--- src/rtl/operand_loader.sv ---
// -----------------------------------------------------------------------------
// operand_loader
//
// Input stage in front of the multiplier datapath. Builds two 32-bit operands,
// dataA then dataB, from eight switch bytes, one byte per debounced press of
// the enter pushbutton, most significant byte first. A load sequence is
// started (or restarted) by loaddata from the control unit.
//
// Optional build macro:
//   LOADER_INPUT_SYNC_EN - when defined, enter goes through a 2-flop
//                          synchronizer and inputdata through a 2-stage
//                          register before use (capture latency +2 cycles).
//
// Parameters:
//   DEBOUNCE_CYCLES - cycles enter must hold a new level before it is accepted
//                     (minimum 1)
//   CNT_W           - debounce counter width, 2^CNT_W > DEBOUNCE_CYCLES
//
// Ports:
//   clk             - system clock, rising edge active
//   reset           - synchronous, active-high reset
//   enter           - raw pushbutton, active high, may bounce
//   inputdata[7:0]  - switch byte captured on each accepted press
//   loaddata        - start/restart request (pulse or level)
//   inputdata_ready - high while dataA and dataB both hold complete operands
//   dataA[31:0]     - operand A
//   dataB[31:0]     - operand B
//   load_stage[3:0] - 0 idle, 1..4 next byte of A, 5..8 next byte of B, 9 ready
// -----------------------------------------------------------------------------
module operand_loader #(
  parameter int DEBOUNCE_CYCLES = 4,
  parameter int CNT_W           = 16
) (
  input  logic        clk,
  input  logic        reset,
  input  logic        enter,
  input  logic [7:0]  inputdata,
  input  logic        loaddata,
  output logic        inputdata_ready,
  output logic [31:0] dataA,
  output logic [31:0] dataB,
  output logic [3:0]  load_stage
);

  typedef enum logic [1:0] {
    IDLE   = 2'd0,
    LOAD_A = 2'd1,
    LOAD_B = 2'd2,
    READY  = 2'd3
  } state_t;

  localparam logic [CNT_W-1:0] CNT_LAST = CNT_W'(DEBOUNCE_CYCLES - 1);

  // ---------------------------------------------------------------------------
  // Input conditioning
  // ---------------------------------------------------------------------------
  logic       enter_use;
  logic [7:0] data_use;

`ifdef LOADER_INPUT_SYNC_EN
  logic       enter_meta;
  logic       enter_sync;
  logic [7:0] data_d1;
  logic [7:0] data_d2;

  // The switch byte is delayed by the same two stages as enter so that the
  // byte captured belongs to the same moment as the press that captures it.
  always_ff @(posedge clk) begin
    if (reset) begin
      enter_meta <= 1'b0;
      enter_sync <= 1'b0;
      data_d1    <= 8'h00;
      data_d2    <= 8'h00;
    end else begin
      enter_meta <= enter;
      enter_sync <= enter_meta;
      data_d1    <= inputdata;
      data_d2    <= data_d1;
    end
  end

  assign enter_use = enter_sync;
  assign data_use  = data_d2;
`else
  assign enter_use = enter;
  assign data_use  = inputdata;
`endif

  // ---------------------------------------------------------------------------
  // Debouncer: a new level is accepted after DEBOUNCE_CYCLES consecutive
  // samples that differ from the current debounced level. Any matching sample
  // restarts the count, so bounces shorter than that are rejected.
  // ---------------------------------------------------------------------------
  logic [CNT_W-1:0] db_cnt;
  logic             db_level;
  logic             press;

  // NOTE: sequential state uses non-blocking assignments so every register
  // samples pre-edge values regardless of block ordering.
  always_ff @(posedge clk) begin
    if (reset) begin
      db_cnt   <= '0;
      db_level <= 1'b0;
      press    <= 1'b0;
    end else begin
      press <= 1'b0;
      if (enter_use != db_level) begin
        if (db_cnt == CNT_LAST) begin
          db_level <= enter_use;
          db_cnt   <= '0;
          // Only the rising flip of the level is a press; it is visible for
          // exactly the one cycle after the flip edge.
          press    <= enter_use;
        end else begin
          db_cnt <= db_cnt + 1'b1;
        end
      end else begin
        db_cnt <= '0;
      end
    end
  end

  // ---------------------------------------------------------------------------
  // Load FSM
  // ---------------------------------------------------------------------------
  state_t      state, state_n;
  logic [1:0]  byte_idx, byte_idx_n;
  logic [31:0] data_a_n, data_b_n;
  logic        ready_n;
  logic [3:0]  stage_n;

  // Write one byte into a word, index 0 addressing the most significant byte.
  function automatic logic [31:0] put_byte(input logic [31:0] word,
                                           input logic [1:0]  idx,
                                           input logic [7:0]  value);
    logic [31:0] w;
    w = word;
    case (idx)
      2'd0:    w[31:24] = value;
      2'd1:    w[23:16] = value;
      2'd2:    w[15:8]  = value;
      default: w[7:0]   = value;
    endcase
    return w;
  endfunction

  // NOTE: every signal driven here gets a default first, so no path through
  // the case statement can leave a value unassigned and infer a latch.
  always_comb begin
    state_n    = state;
    byte_idx_n = byte_idx;
    data_a_n   = dataA;
    data_b_n   = dataB;
    ready_n    = inputdata_ready;

    // loaddata restarts from any state and beats a simultaneous press.
    if (loaddata) begin
      state_n    = LOAD_A;
      byte_idx_n = 2'd0;
      data_a_n   = 32'h0;
      data_b_n   = 32'h0;
      ready_n    = 1'b0;
    end else begin
      case (state)
        LOAD_A: begin
          if (press) begin
            data_a_n   = put_byte(dataA, byte_idx, data_use);
            byte_idx_n = byte_idx + 2'd1;
            if (byte_idx == 2'd3) begin
              state_n = LOAD_B;
            end
          end
        end
        LOAD_B: begin
          if (press) begin
            data_b_n   = put_byte(dataB, byte_idx, data_use);
            byte_idx_n = byte_idx + 2'd1;
            if (byte_idx == 2'd3) begin
              state_n = READY;
              ready_n = 1'b1;
            end
          end
        end
        default: begin
          // IDLE and READY ignore presses and only leave on loaddata.
        end
      endcase
    end

    // Progress indicator derived from where the FSM will be after this edge.
    case (state_n)
      LOAD_A:  stage_n = 4'd1 + {2'b00, byte_idx_n};
      LOAD_B:  stage_n = 4'd5 + {2'b00, byte_idx_n};
      READY:   stage_n = 4'd9;
      default: stage_n = 4'd0;
    endcase
  end

  always_ff @(posedge clk) begin
    if (reset) begin
      state           <= IDLE;
      byte_idx        <= 2'd0;
      dataA           <= 32'h0;
      dataB           <= 32'h0;
      inputdata_ready <= 1'b0;
      load_stage      <= 4'd0;
    end else begin
      state           <= state_n;
      byte_idx        <= byte_idx_n;
      dataA           <= data_a_n;
      dataB           <= data_b_n;
      inputdata_ready <= ready_n;
      load_stage      <= stage_n;
    end
  end

endmodule

--- config.mk ---
export PLATFORM = sky130hd
export DESIGN_NAME = operand_loader
export DESIGN_NICKNAME = d
export VERILOG_FILES = /design/src/rtl/operand_loader.sv
export SDC_FILE = /design/constraint.sdc
export NUM_CORES = 1
export LEC_CHECK = 0
export ABC_AREA = 1
export BUFFER_PORTS_ARGS = -buffer_cell sky130_fd_sc_hd__clkbuf_2
export CORE_MARGIN = 3
export CORE_UTILIZATION = 54
export DETAILED_ROUTE_END_ITERATION = 8
export PLACE_DENSITY = 0.79
export SYNTH_ARGS = -nofsm -noshare
export SYNTH_HDL_FRONTEND = slang
export SYNTH_SLANG_ARGS = --single-unit
--- constraint.sdc ---
create_clock -name clk -period 2.6 [get_ports clk]
set_clock_uncertainty 0.2 [all_clocks]
set_input_delay 0.13 -clock clk [delete_from_list [all_inputs] [get_ports clk]]
set_output_delay 0.13 -clock clk [all_outputs]
set_load 0.01 [all_outputs]
* Word level (Yosys, flattened, before mapping)
Cells that the tools add are included.
** Cells by class
- Mux-type cells :: 10
- Reductions and logical operators :: 16
- Eq/ne operators :: 10
- Add/subtract/negate cells :: 4
- Bitwise operators :: 3
** Operators by type and width (count)
- $reduce_and A3 Y1 :: 9
- $add A16 B1 Y16 const B :: 1
- $eq A16 B2 Y1 const B :: 1
- $mux W2 :: 8
- $pmux W4 S3 :: 1
- $eq A2 B2 Y1 const B :: 5
- $reduce_or A3 Y1 :: 3
- $eq A2 B1 Y1 const B :: 3
- $add A3 B2 Y4 const A :: 1
- $pmux W2 S2 :: 1
- $reduce_or A2 Y1 :: 2
- $add A1 B2 Y3 const A :: 1
- $not A1 Y1 :: 3
- $add A2 B1 Y2 const B :: 1
- $logic_not A2 Y1 :: 1
- $reduce_and A2 Y1 :: 1
- $ne A1 B1 Y1 :: 1
** Word-level totals
- Input bits :: 12
- Register bits after elaboration :: 91
- Output and inout port bits :: 69
- Logic and storage cells :: 58

* Longest topological paths before layout
- Depth after elaboration :: 7
- Depth in mapped cells :: 11
- Gate-level depth less buffers :: 11

* Least setup slack after synthesis
No wires, ideal clock.
- Path type :: register -> register
- Start point :: register state[0]
- End point :: register load_stage[2]
- Arrival :: 1477 ps
- Setup time :: 115 ps
- Path buffers :: 0
- Period minus slack after synthesis :: 1792 ps
- Cell stages (with the launch flop) :: 12
- Required time :: 2285 ps
- Slack :: 808 ps
- Path through :: dfxtp_1 inv_1 ha_1 inv_1 nand2_1 xor2_1 nor2_1 ha_1 inv_1 nor2_1 nor2_1 nor2_1
** On the way
- Cells in the longest elaborated chain, start to end :: 6
- Elaborated cells on any way between the ends :: 17
- Those cells by class :: add/sub: 2; eq/ne: 5; mux: 9; reduce/logical: 1
** RTL lines
- from (decl) :: line 126 : state_t state, state_n;
- from (signal assigned) :: line 208 : state <= state_n;
- $eq A2 B2 Y1 or $eq A2 B1 Y1 (tied branches) :: line 164 : case (state)
- $reduce_or A2 Y1 (no source line) *
- $mux W2 *
- $mux W2 * :: line 157 : if (loaddata) begin
- via byte_idx_n[0] :: line 127 : logic [1:0] byte_idx, byte_idx_n;
- $add A3 B2 Y4 or $add A1 B2 Y3 (tied branches) :: line 193, 192
- $pmux W4 S3 * :: line 191 : case (state_n)
- to (signal assigned) :: line 213 : load_stage <= stage_n;
- to (decl) :: line 42 : output logic [3:0] load_stage
The timed path passes the listed nets; every way through them passes the cells marked *.
A chain may end at the register's enable or synchronous reset.

* Worst setup path in the final report
- Start point :: register state[0]
- End point :: register byte_idx[1]
** On the way
- Cells in the longest elaborated chain, start to end :: 4
- Elaborated cells on any way between the ends :: 5
- Those cells by class :: eq/ne: 2; mux: 2; reduce/logical: 1
** RTL lines
- $eq A2 B2 Y1 or $eq A2 B1 Y1 (tied branches) :: line 164
- $reduce_or A2 Y1 (no source line) *
- $mux W2 *
- $mux W2 * :: line 157
- to (signal assigned) :: line 209 : byte_idx <= byte_idx_n;
- to (decl) :: line 127
Every way passes the cells marked *; elsewhere a longest branch is shown, timed or not.

==> flow_summary.toml <==
[status]
status = "completed"

[final_layout]
final_cell_mix = "nand2_1 (103), dfxtp_1 (90), clkbuf_2 (80)"
area_growth_pct = 18.9
layout_commonest_cell = "nand2_1"
antenna-diode-count = 0
drive_gt1_share_pct = 23.8
final_cells = 676
final_nets = 598

[timing]
timing.hold.ws_ns = 0.265
finalSetupViolCount = 0
worst_pin_slew_ns = 0.602
rsz0062_at_grt = "no"
fmax_mhz = 494
final.setup.tns_ns = 0
min_period_over_period_pct = 77.8
min_period_ns = 2.02
maxSlewHeadroom_pct = 59.7
finalHoldViolations = 0
maxSlewViolCount = 0

[placement]
gp_congestion = 0.830
dp_cells = 648
io_buffers = 80
dp_hpwl_um = 6890

[drt]
drtPass1Iterations = 5
ant_nets = 0
wl_per_cell_um = 14.7
drt_iter0_drc = 278
routed_wl_um = 9970
vias = 3750
vias_per_cell = 5.55
drc = 0

[floorplan]
die_area_um2 = 8410
dieHeight_um = 91.7
num_rows = 30
core-area_um2 = 6940
fp.dieW_um = 91.7
initial_core_util_pct = 57.2
boundaryPins = 81

[grt]
grt_start_max_net_pins = 51
grt.total_usage_pct = 23.9
grt_pass1_wl_um = 16200
antenna_found_initial = 0
overflow = 0
first_global_vias = 3434

[hold_path]
hold_depth = 1
hold_path_end = "db_cnt[0]"
min-delay-start = "db_cnt[0]"
hold_path.class = "reg -> reg"

[setup_path]
worst_setup_path_start_kind = "flop"
critPathMaxFanout = 5
cp.arrival_ns = 2.11
reg2reg_depth = 7
cp.required_ns = 2.68
crit_path_end_kind = "flop"
r2r-end = "byte_idx[1]"
r2r_start = "state[0]"
r2r_setup_slack_ns = 0.58
crit_type = "reg -> reg"

[clock_network]
cts-htree-levels = 3
cts_setup_buffers = 0
clkTransAtPathRegs_ns = 0.08
cts_max_path_buffers = 2
cts.sinks = 91
cts_tree = "built"
root_buffer = "clkbuf_8"
clock_latency_ns = 0.35
cts_made_buffers = 9

[synthesis]
ys_warn_count = 0
synth_area_leaders = "dfxtp_1 (46%), nand4_1 (11%), nand2_1 (9.8%), a21oi_1 (9.3%), ha_1 (3.2%)"
synthCells = 501
ys_seq_elements = 91
syn_area_per_cell_um2 = 7.92
yosysTopAreaCellShare_pct = 45.9
seq_area_frac_synth_pct = 45.9
synth_area_um2 = 3970
syn_nets = 523
yosysUniqueCellTypes = 32
synth_area_leader_cell = "dfxtp_1"

[run]
drv_cap = 0

[pwr]
cellLeakagePower_nw = 1.72
p_per_area_nw_per_um2 = 532
ir_drop_mv = 0.358
fin_total_pwr_mw = 2.51
-- state kept, by name, summed over array words and instances (netlist names) --
name / count
byte_idx: 2
dataA: 32
db_level: 1
press: 1
state: 2
db_cnt: 16
load_stage: 4
dataB: 32
inputdata_ready: 1
-- final cells by class --
type | count | area (um^2)
clock buffers | 11 | 151
clock inverters | 4 | 50.0
fillers | 594 | 2230
inverters | 29 | 109
multi-input cells | 341 | 1830
flip-flops and latches | 91 | 1820
well taps | 96 | 120
repair buffers | 104 | 638
-- routing by layer --
metal | part of all wire, % | vias to the layer above | GRT usage (%)
li1 | - | 1872 | -
met1 | 43 | 1715 | 30.2
met2 | 47 | 140 | 39.1
met3 | 6.8 | 23 | 4.92
met4 | 3.2 | 0 | 11.1
met5 | 0 | - | 0
-- stage by stage --
step / area [um^2] / setup slack, ns / util (%)
after floorplan: 3970 / 0.808 / -
after global placement: 4390 / 0.708 / 63.2
after detailed placement: 4390 / 0.632 / 63.2
after CTS: 4720 / 0.571 / 67.9
after global routing: 4720 / 0.440 / 67.9
final: 4720 / 0.576 / 67.9
-- Yosys cell counts (all sizes together) --
master / n
dfxtp: 91
a21oi: 82
a31oi: 1
nand2: 108
clkbuf: 10
inv: 29
or2: 3
ha: 10
nand4: 68
nor4: 2
nor2: 26
buf: 30
o21ai: 7
nor3: 12
xor2: 1
nand3: 21
-- worst max-delay path, stage by stage, from the launching register on --
cell and delay [ns]:
dfxtp_1 0.35, inv_1 0.08, ha_1 0.35, inv_1 0.07, nand2_1 0.09, nor2_1 0.06
nor4_1 0.19, dlygate4sd3_1 0.57
-- cells by family after synthesis --
family | synth area share, %
buf+inv | 8.16
simple gates | 30.2
compound gates | 12.3
fa+ha+maj | 3.15
xor+xnor | 0.221
flops | 45.9
-- worst max path at each step --
stage / start / endpoint / slack, ns / depth (start not counted)
2_1_floorplan: state[0] / load_stage[2] / 0.81 / 11
3_3_place_gp: state[0] / load_stage[2] / 0.71 / 11
3_5_place_dp: state[0] / load_stage[2] / 0.63 / 11
4_1_cts: state[0] / byte_idx[1] / 0.57 / 7
5_1_grt: state[0] / load_stage[2] / 0.44 / 11
6_report: state[0] / byte_idx[1] / 0.58 / 7
-- power breakdown --
part	switching [mW]	total [mW]	internal (mW)	leakage (nW)
clock	0.470	0.960	0.490	0.0974
sequential	0.00407	1.40	1.40	0.734
combinational	0.100	0.145	0.0448	0.885
-- timing repair --
action	in CTS	in global routing
resized for setup	0	0
hold endpoints to repair	60	0
setup endpoints to repair	0	0
hold buffers	13	0
No activity file was read; power rests on OpenSTA's default activity.
